==> src/rtl/riscv_defines.sv <==
// Shared machine-mode CSR definitions: addresses, write masks, interrupt bit
// positions and the csr_op / trap_mode encodings.
package riscv_defines;

  localparam logic [11:0] CSR_ADDR_MSTATUS       = 12'h300;
  localparam logic [11:0] CSR_ADDR_MIE           = 12'h304;
  localparam logic [11:0] CSR_ADDR_MTVEC         = 12'h305;
  localparam logic [11:0] CSR_ADDR_MCOUNTINHIBIT = 12'h320;
  localparam logic [11:0] CSR_ADDR_MSCRATCH      = 12'h340;
  localparam logic [11:0] CSR_ADDR_MEPC          = 12'h341;
  localparam logic [11:0] CSR_ADDR_MCAUSE        = 12'h342;
  localparam logic [11:0] CSR_ADDR_MTVAL         = 12'h343;
  localparam logic [11:0] CSR_ADDR_MIP           = 12'h344;
  localparam logic [11:0] CSR_ADDR_MCYCLE        = 12'hB00;
  localparam logic [11:0] CSR_ADDR_MINSTRET      = 12'hB02;
  localparam logic [11:0] CSR_ADDR_MCYCLEH       = 12'hB80;
  localparam logic [11:0] CSR_ADDR_MINSTRETH     = 12'hB82;
  localparam logic [11:0] CSR_ADDR_MVENDORID     = 12'hF11;
  localparam logic [11:0] CSR_ADDR_MARCHID       = 12'hF12;
  localparam logic [11:0] CSR_ADDR_MIMPID        = 12'hF13;
  localparam logic [11:0] CSR_ADDR_MHARTID       = 12'hF14;

  // MPP is hard-wired to machine mode; only MIE and MPIE are writable.
  localparam logic [31:0] CSR_VALUE_MSTATUS      = 32'h0000_1800;
  localparam logic [31:0] CSR_MASK_MSTATUS       = 32'h0000_0088;
  localparam logic [31:0] CSR_MASK_MIE_BASE      = 32'h0000_0888;
  localparam logic [31:0] CSR_MASK_MCOUNTINHIBIT = 32'h0000_0005;
  localparam logic [31:0] CSR_MASK_MEPC          = 32'hFFFF_FFFC;

  localparam int MSTATUS_MIE_BIT  = 3;
  localparam int MSTATUS_MPIE_BIT = 7;
  localparam int MEI_BIT          = 11;
  localparam int MTI_BIT          = 7;
  localparam int MSI_BIT          = 3;
  localparam int PLAT_IRQ_BASE    = 16;

  localparam logic [1:0] MTVEC_MODE_VECTORED = 2'b01;

  typedef enum logic [2:0] {
    CSR_OP_RW  = 3'b001,
    CSR_OP_RS  = 3'b010,
    CSR_OP_RC  = 3'b011,
    CSR_OP_RWI = 3'b101,
    CSR_OP_RSI = 3'b110,
    CSR_OP_RCI = 3'b111
  } csr_op_e;

  typedef enum logic [1:0] {
    TRAP_NONE   = 2'd0,
    TRAP_ENTER  = 2'd1,
    TRAP_RETURN = 2'd2
  } trap_mode_e;

  typedef struct packed {
    logic        hit;
    logic        ro;
    logic [31:0] mask;
    logic [31:0] value;
  } csr_rd_t;

  function automatic logic [31:0] plat_irq_mask(input int num_irq);
    logic [31:0] m;
    m = '0;
    for (int i = 0; i < num_irq && i < 16; i++) m[PLAT_IRQ_BASE+i] = 1'b1;
    return m;
  endfunction

endpackage

==> src/rtl/csr_irq_arbiter.sv <==
// Fixed-priority interrupt arbiter (MEI > MSI > MTI > lowest platform line)
// with registered request and cause outputs.
module csr_irq_arbiter
  import riscv_defines::*;
#(
  parameter int NUM_IRQ = 4
) (
  input  logic        clk,
  input  logic        rst,
  input  logic [31:0] pend,
  input  logic        enable,
  output logic        irq_req_o,
  output logic [31:0] irq_cause_o
);

  logic [4:0] win_id;
  logic       req;

  always_comb begin
    win_id = 5'd0;
    if (pend[MEI_BIT])      win_id = 5'(MEI_BIT);
    else if (pend[MSI_BIT]) win_id = 5'(MSI_BIT);
    else if (pend[MTI_BIT]) win_id = 5'(MTI_BIT);
    else begin
      // Descending scan so the lowest-index pending line is the last one kept.
      for (int i = NUM_IRQ - 1; i >= 0; i--)
        if (pend[PLAT_IRQ_BASE+i]) win_id = 5'(PLAT_IRQ_BASE + i);
    end
  end

  assign req = enable & (|pend);

  always_ff @(posedge clk) begin
    if (rst) begin
      irq_req_o   <= 1'b0;
      irq_cause_o <= '0;
    end else begin
      irq_req_o   <= req;
      irq_cause_o <= req ? {1'b1, 26'd0, win_id} : 32'd0;
    end
  end

endmodule

==> src/rtl/csr_file_irq.sv <==
// Machine-mode CSR file: trap state, 64-bit counters, platform interrupts
// with registered arbitration, and vectored trap-target generation.
module csr_file_irq
  import riscv_defines::*;
#(
  parameter logic [31:0] HART_ID     = 32'd0,
  parameter int          NUM_IRQ     = 4,
  parameter logic [31:0] MTVEC_RESET = 32'h0000_0000,
  parameter bit          COUNTERS_EN = 1'b1
) (
  input  logic                                  clk,
  input  logic                                  rst,
  input  logic                                  csr_valid,
  input  logic [11:0]                           csr_addr,
  input  logic [2:0]                            csr_op,
  input  logic [31:0]                           csr_wdata,
  input  logic                                  csr_src_zero,
  output logic [31:0]                           csr_rdata,
  output logic                                  csr_illegal,
  input  logic [1:0]                            trap_mode,
  input  logic [31:0]                           trap_cause,
  input  logic [31:0]                           trap_pc,
  input  logic [31:0]                           trap_tval,
  input  logic                                  instr_retire,
  input  logic                                  irq_ext,
  input  logic                                  irq_timer,
  input  logic                                  irq_sw,
  input  logic [(NUM_IRQ > 0 ? NUM_IRQ : 1)-1:0] irq_plat,
  output logic                                  irq_req_o,
  output logic [31:0]                           irq_cause_o,
  output logic [31:0]                           trap_target_o,
  output logic [31:0]                           mepc_o
);

  localparam logic [31:0] MIE_MASK = CSR_MASK_MIE_BASE | plat_irq_mask(NUM_IRQ);
  localparam logic [31:0] CNT_MASK = COUNTERS_EN ? 32'hFFFF_FFFF : 32'h0;

  logic [31:0] mstatus_q, mie_q, mtvec_q, mscratch_q, mepc_q, mcause_q, mtval_q;
  logic [31:0] mip_q, mcountinhibit_q, mip_src;
  logic [63:0] mcycle_q, minstret_q, mcycle_nxt, minstret_nxt;
  csr_rd_t     rd;
  logic [31:0] op_result, wr_value;
  logic        write_intent, do_write, trap_enter, trap_ret;
  logic        unused_bits;

  assign unused_bits = ^trap_pc[1:0];

  always_comb begin
    // NOTE: every always_comb output gets a default first, so no path leaves it unassigned and infers a latch.
    rd = '{hit: 1'b1, ro: (csr_addr[11:10] == 2'b11), mask: '0, value: '0};
    case (csr_addr)
      CSR_ADDR_MSTATUS:       begin rd.value = mstatus_q;        rd.mask = CSR_MASK_MSTATUS;       end
      CSR_ADDR_MIE:           begin rd.value = mie_q;            rd.mask = MIE_MASK;               end
      CSR_ADDR_MTVEC:         begin rd.value = mtvec_q;          rd.mask = '1;                     end
      CSR_ADDR_MCOUNTINHIBIT: begin rd.value = mcountinhibit_q;  rd.mask = CSR_MASK_MCOUNTINHIBIT; end
      CSR_ADDR_MSCRATCH:      begin rd.value = mscratch_q;       rd.mask = '1;                     end
      CSR_ADDR_MEPC:          begin rd.value = mepc_q;           rd.mask = CSR_MASK_MEPC;          end
      CSR_ADDR_MCAUSE:        begin rd.value = mcause_q;         rd.mask = '1;                     end
      CSR_ADDR_MTVAL:         begin rd.value = mtval_q;          rd.mask = '1;                     end
      CSR_ADDR_MIP:                 rd.value = mip_q;
      CSR_ADDR_MCYCLE:        begin rd.value = mcycle_q[31:0];   rd.mask = CNT_MASK;               end
      CSR_ADDR_MCYCLEH:       begin rd.value = mcycle_q[63:32];  rd.mask = CNT_MASK;               end
      CSR_ADDR_MINSTRET:      begin rd.value = minstret_q[31:0]; rd.mask = CNT_MASK;               end
      CSR_ADDR_MINSTRETH:     begin rd.value = minstret_q[63:32]; rd.mask = CNT_MASK;              end
      CSR_ADDR_MHARTID:             rd.value = HART_ID;
      CSR_ADDR_MVENDORID, CSR_ADDR_MARCHID, CSR_ADDR_MIMPID: rd.value = '0;
      default:                      rd.hit = 1'b0;
    endcase
  end

  always_comb begin
    op_result    = csr_wdata;
    write_intent = 1'b0;
    case (csr_op)
      CSR_OP_RW, CSR_OP_RWI: write_intent = 1'b1;
      CSR_OP_RS, CSR_OP_RSI: begin
        op_result    = rd.value | csr_wdata;
        write_intent = ~csr_src_zero;
      end
      CSR_OP_RC, CSR_OP_RCI: begin
        op_result    = rd.value & ~csr_wdata;
        write_intent = ~csr_src_zero;
      end
      default: ;
    endcase
  end

  assign csr_illegal = csr_valid & (~rd.hit | (write_intent & rd.ro));
  assign csr_rdata   = (csr_valid & ~csr_illegal) ? rd.value : 32'd0;
  assign trap_enter  = (trap_mode == TRAP_ENTER);
  assign trap_ret    = (trap_mode == TRAP_RETURN);
  assign do_write    = csr_valid & write_intent & ~csr_illegal & ~trap_enter & ~trap_ret;
  assign wr_value    = (rd.value & ~rd.mask) | (op_result & rd.mask);

  always_comb begin
    mip_src          = '0;
    mip_src[MEI_BIT] = irq_ext;
    mip_src[MTI_BIT] = irq_timer;
    mip_src[MSI_BIT] = irq_sw;
    for (int i = 0; i < NUM_IRQ; i++) mip_src[PLAT_IRQ_BASE+i] = irq_plat[i];
  end

  always_ff @(posedge clk) begin
    // NOTE: state registers use non-blocking assignments so every update in this block sees pre-edge values.
    if (rst) begin
      mstatus_q       <= CSR_VALUE_MSTATUS;
      mie_q           <= '0;
      mtvec_q         <= MTVEC_RESET;
      mscratch_q      <= '0;
      mepc_q          <= '0;
      mcause_q        <= '0;
      mtval_q         <= '0;
      mip_q           <= '0;
      mcountinhibit_q <= '0;
    end else begin
      mip_q <= mip_src;
      if (trap_enter) begin
        mstatus_q[MSTATUS_MPIE_BIT] <= mstatus_q[MSTATUS_MIE_BIT];
        mstatus_q[MSTATUS_MIE_BIT]  <= 1'b0;
        mepc_q                      <= {trap_pc[31:2], 2'b00};
        mcause_q                    <= trap_cause;
        mtval_q                     <= trap_tval;
      end else if (trap_ret) begin
        mstatus_q[MSTATUS_MIE_BIT]  <= mstatus_q[MSTATUS_MPIE_BIT];
        mstatus_q[MSTATUS_MPIE_BIT] <= 1'b1;
      end else if (do_write) begin
        case (csr_addr)
          CSR_ADDR_MSTATUS:       mstatus_q       <= wr_value;
          CSR_ADDR_MIE:           mie_q           <= wr_value;
          // A reserved mode (2'b1x) collapses to direct mode.
          CSR_ADDR_MTVEC:         mtvec_q         <= wr_value[1] ? {wr_value[31:2], 2'b00} : wr_value;
          CSR_ADDR_MCOUNTINHIBIT: mcountinhibit_q <= wr_value;
          CSR_ADDR_MSCRATCH:      mscratch_q      <= wr_value;
          CSR_ADDR_MEPC:          mepc_q          <= wr_value;
          CSR_ADDR_MCAUSE:        mcause_q        <= wr_value;
          CSR_ADDR_MTVAL:         mtval_q         <= wr_value;
          default: ;
        endcase
      end
    end
  end

  // A write to either half replaces the whole counter's next value, increment included.
  always_comb begin
    mcycle_nxt   = mcycle_q + (mcountinhibit_q[0] ? 64'd0 : 64'd1);
    minstret_nxt = minstret_q + ((instr_retire & ~mcountinhibit_q[2]) ? 64'd1 : 64'd0);
    if (do_write) begin
      case (csr_addr)
        CSR_ADDR_MCYCLE:    mcycle_nxt   = {mcycle_q[63:32], wr_value};
        CSR_ADDR_MCYCLEH:   mcycle_nxt   = {wr_value, mcycle_q[31:0]};
        CSR_ADDR_MINSTRET:  minstret_nxt = {minstret_q[63:32], wr_value};
        CSR_ADDR_MINSTRETH: minstret_nxt = {wr_value, minstret_q[31:0]};
        default: ;
      endcase
    end
  end

  always_ff @(posedge clk) begin
    if (rst || !COUNTERS_EN) begin
      mcycle_q   <= '0;
      minstret_q <= '0;
    end else begin
      mcycle_q   <= mcycle_nxt;
      minstret_q <= minstret_nxt;
    end
  end

  csr_irq_arbiter #(.NUM_IRQ(NUM_IRQ)) u_arbiter (
    .clk         (clk),
    .rst         (rst),
    .pend        (mip_q & mie_q),
    .enable      (mstatus_q[MSTATUS_MIE_BIT]),
    .irq_req_o   (irq_req_o),
    .irq_cause_o (irq_cause_o)
  );

  always_comb begin
    trap_target_o = {mtvec_q[31:2], 2'b00};
    if (mtvec_q[1:0] == MTVEC_MODE_VECTORED && trap_cause[31])
      trap_target_o = {mtvec_q[31:2], 2'b00} + {25'd0, trap_cause[4:0], 2'b00};
  end

  assign mepc_o = mepc_q;

endmodule

==> config.mk <==
export PLATFORM = sky130hd
export DESIGN_NAME = csr_file_irq
export DESIGN_NICKNAME = d
export VERILOG_FILES = /design/src/rtl/riscv_defines.sv /design/src/rtl/csr_irq_arbiter.sv /design/src/rtl/csr_file_irq.sv
export SDC_FILE = /design/constraint.sdc
export NUM_CORES = 1
export LEC_CHECK = 0
export ABC_AREA = 1
export ABC_CLOCK_PERIOD_IN_PS = 4100
export CAP_MARGIN = 20
export CORE_MARGIN = 2
export CORE_UTILIZATION = 40
export CTS_CLUSTER_SIZE = 14
export DETAILED_ROUTE_END_ITERATION = 8
export SYNTH_ARGS = -nofsm -noshare
export SYNTH_HDL_FRONTEND = slang
export SYNTH_SLANG_ARGS = --single-unit
==> constraint.sdc <==
create_clock -name clk -period 4.1 [get_ports clk]
set_input_delay 0.82 -clock clk [delete_from_list [all_inputs] [get_ports clk]]
set_output_delay 0.82 -clock clk [all_outputs]
set_load 0.01 [all_outputs]
# --- Word level (Yosys, flattened, before mapping) ---
# Index checks and enable logic that the tools add are counted.
op_classes:
  addsub: 3
  mul: 0
  n_div: 0
  order_cmp: 0
  eq_ne: 32
  shifts: 0
  mux: 39
  bitwise: 25
  n_reduce_logical: 31
op_table:
  columns: ["operator", "count"]
  rows:
  - ["$mux W32", 15]
  - ["$pmux W32 S13", 1]
  - ["$pmux W64 S2", 2]
  - ["$pmux W32 S5", 1]
  - ["$add A64 B1 Y64", 2]
  - ["$and A32 B32 Y32", 4]
  - ["$mux W64", 2]
  - ["$eq A12 B10 Y1 const B", 9]
  - ["$eq A12 B12 Y1 const B", 8]
  - ["$not A32 Y32", 2]
  - ["$or A32 B32 Y32", 2]
  - ["$pmux W32 S2", 1]
  - ["$mux W5", 7]
  - ["$add A32 B7 Y32", 1]
  - ["$reduce_or A32 Y1", 1]
  - ["$reduce_and A4 Y1", 5]
  - ["$reduce_or A17 Y1", 1]
  - ["$mux W8", 2]
  - ["$reduce_and A3 Y1", 4]
  - ["$reduce_bool A2 Y1", 6]
  - ["$ne A2 B2 Y1 const B", 5]
  - ["$reduce_or A2 Y1", 5]
  - ["$and A1 B1 Y1", 9]
  - ["$eq A3 B3 Y1 const B", 3]
  - ["other kinds (14)", 32]
word_totals:
  register_bits: 449
  latchBits: 0
  ram_bits: 0
  mem_bits_ro: 0
  inputBits: 157
  out_inout_bits: 130
  word_cells: 152
  mem_count: 0

# --- Depth between registers and ports, before layout ---
# Gate-level depths: netlist of run 1.
depth:
  depth_word: 13
  mapped_depth: 19
  depth_no_buf: 18

# --- Modules after synthesis ---
# Synthesis of run 1 repeated with hierarchy kept, for this count alone.
unflattened:
  hier_cells: 4500
  area_unflattened_um2: 26472.9
by_module_without_submodules:
  columns: ["mod", "n_inst", "cells_per_inst", "area_each_um2", "seq_area_each_um2"]
  rows:
  - ["csr_file_irq", 1, 4414, 25932.4, 7807.5]
  - ["csr_irq_arbiter", 1, 86, 540.5, 120.1]

# --- Worst setup path after synthesis of run 1 ---
# No wires, ideal clock.
synth_timing:
  path_kind: "input to output"
  from: "input port trap_cause[0]"
  to: "output port trap_target_o[30]"
  t_arrival_ns: 2.771
  required_ns: 3.280
  setup_slack_ns: 0.509
  cell_stages: 12
  path_buffers: 0
  path_cell_list: "ha_1 inv_1 fa_1 o21ai_0 nand2_1 nand2_1 nand3_1 nor2_1 nand3_1 nor3_1 nand4_1 xor2_1"
synth_via:
  elab_chain_len: 2
synth_rtl:
  columns: ["item", "line_no", "rtl"]
  rows:
  - ["start, declared", "csr_file_irq.sv:21", "input logic [31:0] trap_cause,"]
  - ["$add A32 B7 Y32", "csr_file_irq.sv:180", "trap_target_o = {mtvec_q[31:2], 2'b00} + {25'd0, trap_cause[4:0], 2'b00};"]
  - ["$mux W32", "csr_file_irq.sv:179", "if (mtvec_q[1:0] == MTVEC_MODE_VECTORED && trap_cause[31])"]
  - ["end, declared", "csr_file_irq.sv:31", "output logic [31:0] trap_target_o,"]
# Every way passes these cells.

# --- Final worst setup path of run 1 ---
layout_timing:
  from: "input port csr_addr[9]"
  to: "output port csr_rdata[25]"
layout_via:
  elab_chain_len: 9
  word_cells_on_any_way: 26
  cone_classes: "eq/ne: 17; mux: 3; bitwise: 5; reduce/logical: 1"
layout_rtl:
  columns: ["item", "line_no", "rtl"]
  rows:
  - ["start, declared", "csr_file_irq.sv:14", "input logic [11:0] csr_addr,"]
  - ["$eq A12 B12 Y1 / $eq A12 B10 Y1 (equally long branches)", "csr_file_irq.sv:51", "case (csr_addr)"]
  - ["$reduce_or A17 Y1 (no source line)", null, null]
  - ["$mux W1", "csr_file_irq.sv:51", null]
  - ["$not A1 Y1", "csr_file_irq.sv:88", "assign csr_illegal = csr_valid & (~rd.hit | (write_intent & rd.ro));"]
  - ["$or A1 B1 Y1", "csr_file_irq.sv:88", null]
  - ["$and A1 B1 Y1", "csr_file_irq.sv:88", null]
  - ["$not A1 Y1", "csr_file_irq.sv:89", "assign csr_rdata = (csr_valid & ~csr_illegal) ? rd.value : 32'd0;"]
  - ["$and A1 B1 Y1", "csr_file_irq.sv:89", null]
  - ["$mux W32 (*)", "csr_file_irq.sv:89", null]
  - ["end, declared", "csr_file_irq.sv:18", "output logic [31:0] csr_rdata,"]
# Mark *: on every way between the ends. The rest lies on a longest branch, timed or not.

==> results of run 1 <==
==> final timing paths <==
kind,from,end,slack (ns),cells after the start
worst max-delay path,csr_addr[9],csr_rdata[25],0.0005,12
worst min-delay path,mie_q[28]$_SDFFE_PP0P_,mie_q[28]$_SDFFE_PP0P_,0.42,2
worst max register to register,mcountinhibit_q[0]$_SDFFE_PP0P_,mcycle_q[62]$_SDFFE_PP0P_,1.21,14
worst min register to register,mie_q[28]$_SDFFE_PP0P_,mie_q[28]$_SDFFE_PP0P_,0.42,2
==> metrics by stage <==
| stage | setup slack (ns) | util (%) | total power [mW] | instance area (sq um) |
|---|---|---|---|---|
| after CTS | -0.265 | 52.7 | 9.07 | 33800 |
| after global routing | -0.0366 | 53.0 | 9.30 | 34000 |
| after detailed placement | -0.593 | 49.6 | 4.63 | 31900 |
| after global placement | -0.546 | 49.6 | 4.62 | 31900 |
| after floorplan | 0.509 | - | 4.31 | 26000 |
| final | 0.000536 | 53.0 | 9.05 | 34000 |
==> worst max-delay path: stages <==
cell             delay, ns
clkdlybuf4s50_1       0.44
nand2_2               0.14
inv_2                 0.07
nand2_4               0.11
nor2_4                0.05
buf_6                 0.16
nand2_4               0.10
buf_4                 0.15
o22ai_1               0.08
nor2_1                0.57
a31oi_1               0.25
dlygate4sd2_1         0.34
==> flip-flops by register name, indices dropped and copies added, names as in the netlist, 31 cells and up <==
| register | count |
|---|---|
| mscratch_q | 32 |
| mtvec_q | 31 |
| mstatus_q | 32 |
| mie_q | 32 |
| mepc_o | 32 |
| mcause_q | 32 |
| mcountinhibit_q | 32 |
| mtval_q | 32 |
| mcycle_q | 64 |
| minstret_q | 64 |
==> cells by family after synthesis <==
logic type | synth area share [%]
and+or+nand+nor | 41.2
buffers and inverters | 13.7
AOI/OAI and AO/OA | 8.67
DFF | 30.6
xor gates and xnor gates | 5.07
adders and majority gates | 0.657
other | 0.0145
==> power breakdown <==
part / internal [mW] / total [mW] / switching [mW]
combinational: 0.285 / 0.653 / 0.368
clock: 2.60 / 4.49 / 1.90
sequential: 3.88 / 3.91 / 0.0268
==> final cells by class <==
type / instances / area (sq um)
clock inverters: 20 / 234
flip-flops and latches: 396 / 7930
multi-input cells: 3179 / 14900
well taps: 855 / 1070
fillers: 6804 / 30200
inverters: 657 / 2480
repair buffers: 652 / 6050
clock buffers: 69 / 1410
diodes: 1 / 2.50
==> cell usage in the layout, fill, tap and decap left out, drive strengths merged, types with 82 or more instances in the layout <==
| cell type | n |
|---|---|
| a21oi | 89 |
| buf | 403 |
| clkbuf | 82 |
| clkdlybuf4s50 | 188 |
| dfxtp | 396 |
| inv | 652 |
| nand2 | 1298 |
| nand3 | 411 |
| nand4 | 83 |
| nor2 | 650 |
| nor3 | 84 |
| o21ai | 285 |
| xor2 | 127 |
==> per-layer routing <==
| layer | up-vias | wire length, um |
|---|---|---|
| met5 | - | 0 |
| met4 | 0 | 6710 |
| met3 | 258 | 12800 |
| met2 | 1645 | 53200 |
| met1 | 14000 | 54800 |
| li1 | 14700 | - |
==> what timing repair did <==
item | 4_1_cts | 5_1_grt
buffers inserted | 19 | 9
setup endpoints to repair | 58 | 45
gates resized for setup | 118 | 82
pin swaps | 20 | 15
gates cloned | 2 | 0
hold buffers | 0 | 0
==> summary.md, run 1 <==
Entering global routing, the biggest net connects 161 pins. The count of flip-flops with a built-in enable after synthesis is 0, and the number of max-capacitance violations reported is 0. The initialized floorplan defines 93 standard-cell rows. Clock tree synthesis inserted a total of 48 buffers.

The count of final setup violators is 0. For the worst setup path, the data arrival time is 3.28 ns. The latest clock arrival within the worst-skew pair came out at 0.63 ns. Cell taking the most area after synthesis: dfxtp_1.

Ranked by instance count, the synthesized netlist is headed by nand2_1, inv_1, nor2_1, nand3_1, dfxtp_1. The die is 258 um tall. For this run, global-route usage on met2 was measured as 56.0%. The number of buffers added on ports was 255; the number of standard cells in the layout, taps in and fillers out was 5829. The count of pins over their slew limit was 0.

The proportion of netlist area held by the largest area contributor came out at 30.6%. Power spread over the standard cell area amounts to 266 nW/um^2. Including well taps, the total number of placed cells is 5709.

The largest fanout on the critical path came out at 14. The run gives 27.6k as the number of global-route vias before repair. The length of the first detailed-routing pass in iterations came out at 6.

The global-route usage over all layers came out at 37.3%. Across the routed clock network, the largest skew measured is 0.0343 ns. The layer carrying the most global-route usage was met2. For the final hold violation count, the log shows 0. Headroom to the max-slew limit came out at 32.1%.

Number of warnings reported in the yosys synthesis log: 0. At the pin with the least slew margin, the transition time is 1.02 ns. In the final timing run, aggregate negative setup slack is 0 ns. The routed design has 127000 um of wire.

TritonCTS built the clock tree. The number of clock sinks is 396. From synthesis to final layout, the design area changed by 31.5%. The chip width is 258 um. The element type at the critical path start is a primary input. Data on the critical path is required at its endpoint by 3.28 ns.

In this run the deepest clock path goes through 3 buffers. The run finished with clean final reports. For this run, asynchronously set or reset flops after synthesis account for 0%. The final route contains 30.6k vias. After floorplanning, the core was sized to cover 64200 sq um. The global routing met3 resource utilization came out at 5.17%.

The fraction of layout cells with a size suffix above 1 is 12.7%, and the sum of net half-perimeters after detailed placement is 99100 um. The run gives 287 as the count of pins on the block boundary. The analysis attributes to cell leakage a power of 16.6 nW. After clock tree synthesis, the clock-pin slew on the worst setup and hold paths is 0.06 ns. For the wire length of the first global-routing pass, the log shows 185000 um.

After detailed routing, the number of vias per cell comes to 5.26. Ranked by total cell area, the synthesized netlist is headed by dfxtp_1, nand2_1, inv_1, nor2_1, nand3_1. Global routing consumed, on the met1 layer, 52.8% of the routing resources. For the net count reported at finish, the log shows 5104. The root buffer cell chosen for the clock tree is clkbuf_16. The netlist uses 42 different library cells. The first routing iteration left 3834 violations. The run gives 0 as the number of remaining DRC errors. Path type of the worst setup path: primary input to output port.

The area enclosed by the die boundary is 66800 sq um, and the peak clock frequency supported by timing is 244 MHz. Once detail routing completed, the nets flagged for antenna violations numbered 0. STA classifies the critical path endpoint as an output port. For the maximum level of the CTS H-tree, the log shows 2.

Among all flip-flop cells after synthesis, the most frequent one is dfxtp_1. The tools report the initial antenna violation count as 4. The average wire length per cell after detail routing is 21.9 um. The total grt overflow is 0. Kind of path behind the tightest hold check: register to register. After technology mapping, the gate count stands at 4420.

At the end of routability-driven placement, the weighted congestion stood at 1.07. The mean cell area of the mapped netlist was 5.86 sq um; the final critical-path required period was 4.10 ns. Of the synthesized area, sequential elements account for 30.6%. After synthesis the netlist holds a flip-flop and latch count of 396.

Yosys instantiated no cell more often than nand2_1. Of the available clock period, the critical path in the final layout requires 100%. After synthesis the cells add up to 25900 sq um. Hold timing on the final database bottoms out at a slack of 0.422 ns. The initial utilization of the core area, before any placement, comes to 40.3%. IR analysis of the VDD net gives a maximum drop of 286 uV.
(Power assumes the default switching activity.)
==> run 2, diff against run 1 <==
--- a/config.mk
+++ b/config.mk
@@ -6,7 +6,7 @@
 export NUM_CORES = 1
 export LEC_CHECK = 0
 export ABC_AREA = 1
-export ABC_CLOCK_PERIOD_IN_PS = 4100
+export ABC_CLOCK_PERIOD_IN_PS = 4570
 export CAP_MARGIN = 20
 export CORE_MARGIN = 2
 export CORE_UTILIZATION = 40
==> constraint.sdc (replaced) <==
create_clock -name clk -period 4.57 [get_ports clk]
set_input_delay 0.914 -clock clk [delete_from_list [all_inputs] [get_ports clk]]
set_output_delay 0.914 -clock clk [all_outputs]
set_load 0.01 [all_outputs]
==> summary.md, run 2 (synthesized netlist as in run 1, its figures left out) <==
Data arrives at the worst endpoint at 3.66 ns. Data on the critical path is required at its endpoint by 3.66 ns. The flow ran to the end, but the final reports show violations. For the number of max-capacitance violations reported, the log shows 0.

In the final layout, the share of cells above drive strength 1 is 9.68%. The number of hold buffers added after cts is 0, and the maximum buffer depth of the clock tree is 3. The worst max-slew margin expressed relative to the limit was 40.1%. Count of pins over their slew limit: 0.

The power density over cell area was 240 nW/um^2. The initial antenna violation count is 6. The final layout contains 5017 nets. Pin placement for this block handled 287 I/O pins. The library cell used most frequently in the layout, excluding fill and tap cells, is nand2_1. Number of clock buffers inserted by TritonCTS: 47.

After clock tree synthesis, the clock-pin slew on the worst setup and hold paths is 0.06 ns. The layout has 6841 filler cells. Standard cell with the maximum stage delay on the critical path: clkdlybuf4s50_1.

The final critical-path required period is 4.58 ns. The number of remaining DRC errors came out at 0. The count of final setup violators was 1. The worst setup path is captured at an output port. Static timing analysis puts the maximum clock frequency at 219 MHz.

The length of the first detailed-routing pass in iterations is 8. The part of the cycle the worst path needs was 100%. The initial utilization of the core area, before any placement, comes to 40.3%.

Once layout is complete, the utilization of the core stands at 51.5%. In this run the remaining antenna-violating nets after routing total 0. The worst setup slack after layout was -0.00666 ns; the chip width was 258 um. Global routing used 36.1% of the available tracks. The tools report the static leakage power as 16.1 nW. The initial detailed-routing violation count came out at 3634. In the final layout, the registers with the most flip-flops are mcycle_q x64, minstret_q x64.

The sum of net half-perimeters after detailed placement was 95800 um. Delay contributed by the slowest stage of the critical path: 0.57 ns. The final hold violation count came out at 0. The run gives 179000 um as the wire length of the first global-routing pass.

For the number of rows in the core area, the log shows 93. The worst setup path is launched from a primary input. Including well taps, the total number of placed cells is 5649. CTS placed an instance of clkbuf_16 at the clock tree root.

The pin count of the biggest net entering global routing came out at 124. The layer flagged by global routing as most heavily used is met2. Slew of the pin with the lowest slew margin: 0.899 ns. Fraction of met2 tracks used by global routing: 54.1%.

The final route contains 30.1k vias. The slack of the worst reg-to-reg path came out at 1.66 ns. The vertical extent of the die is 258 um. The tightest min-delay check is of the register to register type.

Global routing used 50.4% of the available met1 tracks. The run gives 64200 sq um as the core area. The final reports fail on negative setup slack. Buffers placed on the I/O ports in this run total 255. The total grt overflow came out at 0. In the final routed layout, each cell accounts on average for 21.6 um. The floorplan step defined a die boundary enclosing 66800 sq um. In this run the number of H-tree levels came out at 2. The largest fanout on the critical path is 15, and the via density per instance is 5.24. The logs give 396 for the number of clock sinks and 6.09% for the global routing met3 resource utilization. The tools report the number of standard cells in the layout, taps in and fillers out as 5744.

Routability-driven placement finished with a final weighted congestion of 1.01. The signal on the critical path passes through clkdlybuf4s50_1, nand2_2, nor2_1, buf_4, nand2_2, nor2_4, buf_12, buf_4, nand2_1, nand4_1, nor2_1, a21oi_1, clkdlybuf4s50_1. Path type of the worst setup path: primary input to output port. The final worst clock skew is 0.0269 ns, and the worst IR drop on VDD is 309 uV. The latest clock arrival within the worst-skew pair is 0.63 ns. For the total wire length, the log shows 124000 um. Relative to the synthesized area, the layout overhead comes to 27.8%. Number of global-route vias before repair: 27.2k. TritonCTS built the clock tree. In the layout the commonest cells are nand2_1, inv_1, nor2_1.
-- run 2: power by group --
part | switching (mW) | total [mW] | internal (mW)
Combinational | 0.327 | 0.572 | 0.245
Sequential | 0.0239 | 3.51 | 3.48
Clock | 1.70 | 3.85 | 2.15
-- run 2: critical path: cells and delay by family --
| family | cells | cell delay (ns) |
|---|---|---|
| AND/OR/NAND/NOR | 7 | 0.89 |
| AO/OA/AOI/OAI | 1 | 0.21 |
| buffers and inverters | 5 | 1.63 |
-- run 2: final timing paths --
kind / startpoint / cells after the start / end
max: csr_addr[9] / 13 / csr_rdata[11]
min: mie_q[24]$_SDFFE_PP0P_ / 2 / mie_q[24]$_SDFFE_PP0P_
max reg2reg: mcountinhibit_q[0]$_SDFFE_PP0P_ / 14 / mcycle_q[62]$_SDFFE_PP0P_
min reg2reg: mie_q[24]$_SDFFE_PP0P_ / 2 / mie_q[24]$_SDFFE_PP0P_
-- run 2: metrics by stage --
stage | worst slack (ns) | setup TNS [ns] | total power, mW | hold slack, ns | cell area (sq um)
floorplan | 0.791 | 0 | 3.86 | 0.392 | 26000
global placement | -0.304 | -2.08 | 4.14 | 0.407 | 31300
finish | -0.00666 | -0.00666 | 7.93 | 0.421 | 33100
global route | -0.00764 | -0.0142 | 8.13 | 0.435 | 33100
detailed placement | -0.283 | -2.36 | 4.14 | 0.409 | 31300
CTS | -0.000181 | -0.000181 | 7.93 | 0.422 | 32900
-- run 2: layout make-up --
type	instances	area [sq um]	area share, %
multi-input cells	3179	14700	44.4
flip-flops and latches	396	7930	24.0
repair buffers	566	5390	16.3
inverters	657	2470	7.48
clock buffers	72	1370	4.14
well taps	855	1070	3.23
clock inverters	14	170	0.514
diodes	5	12.5	0.0378
-- run 2: per-layer routing --
metal	wire, um	vias up
li1	-	14600
met1	52600	13800
met2	52300	1517
met3	12700	252
met4	6290	2
met5	16	-
-- run 2: repair_timing --
| action | 4_1_cts | 5_1_grt |
|---|---|---|
| pin swaps | 1 | 6 |
| gates resized for setup | 29 | 46 |
| setup endpoints to repair | 37 | 48 |
| gates cloned | 0 | 1 |
| setup buffers | 1 | 2 |
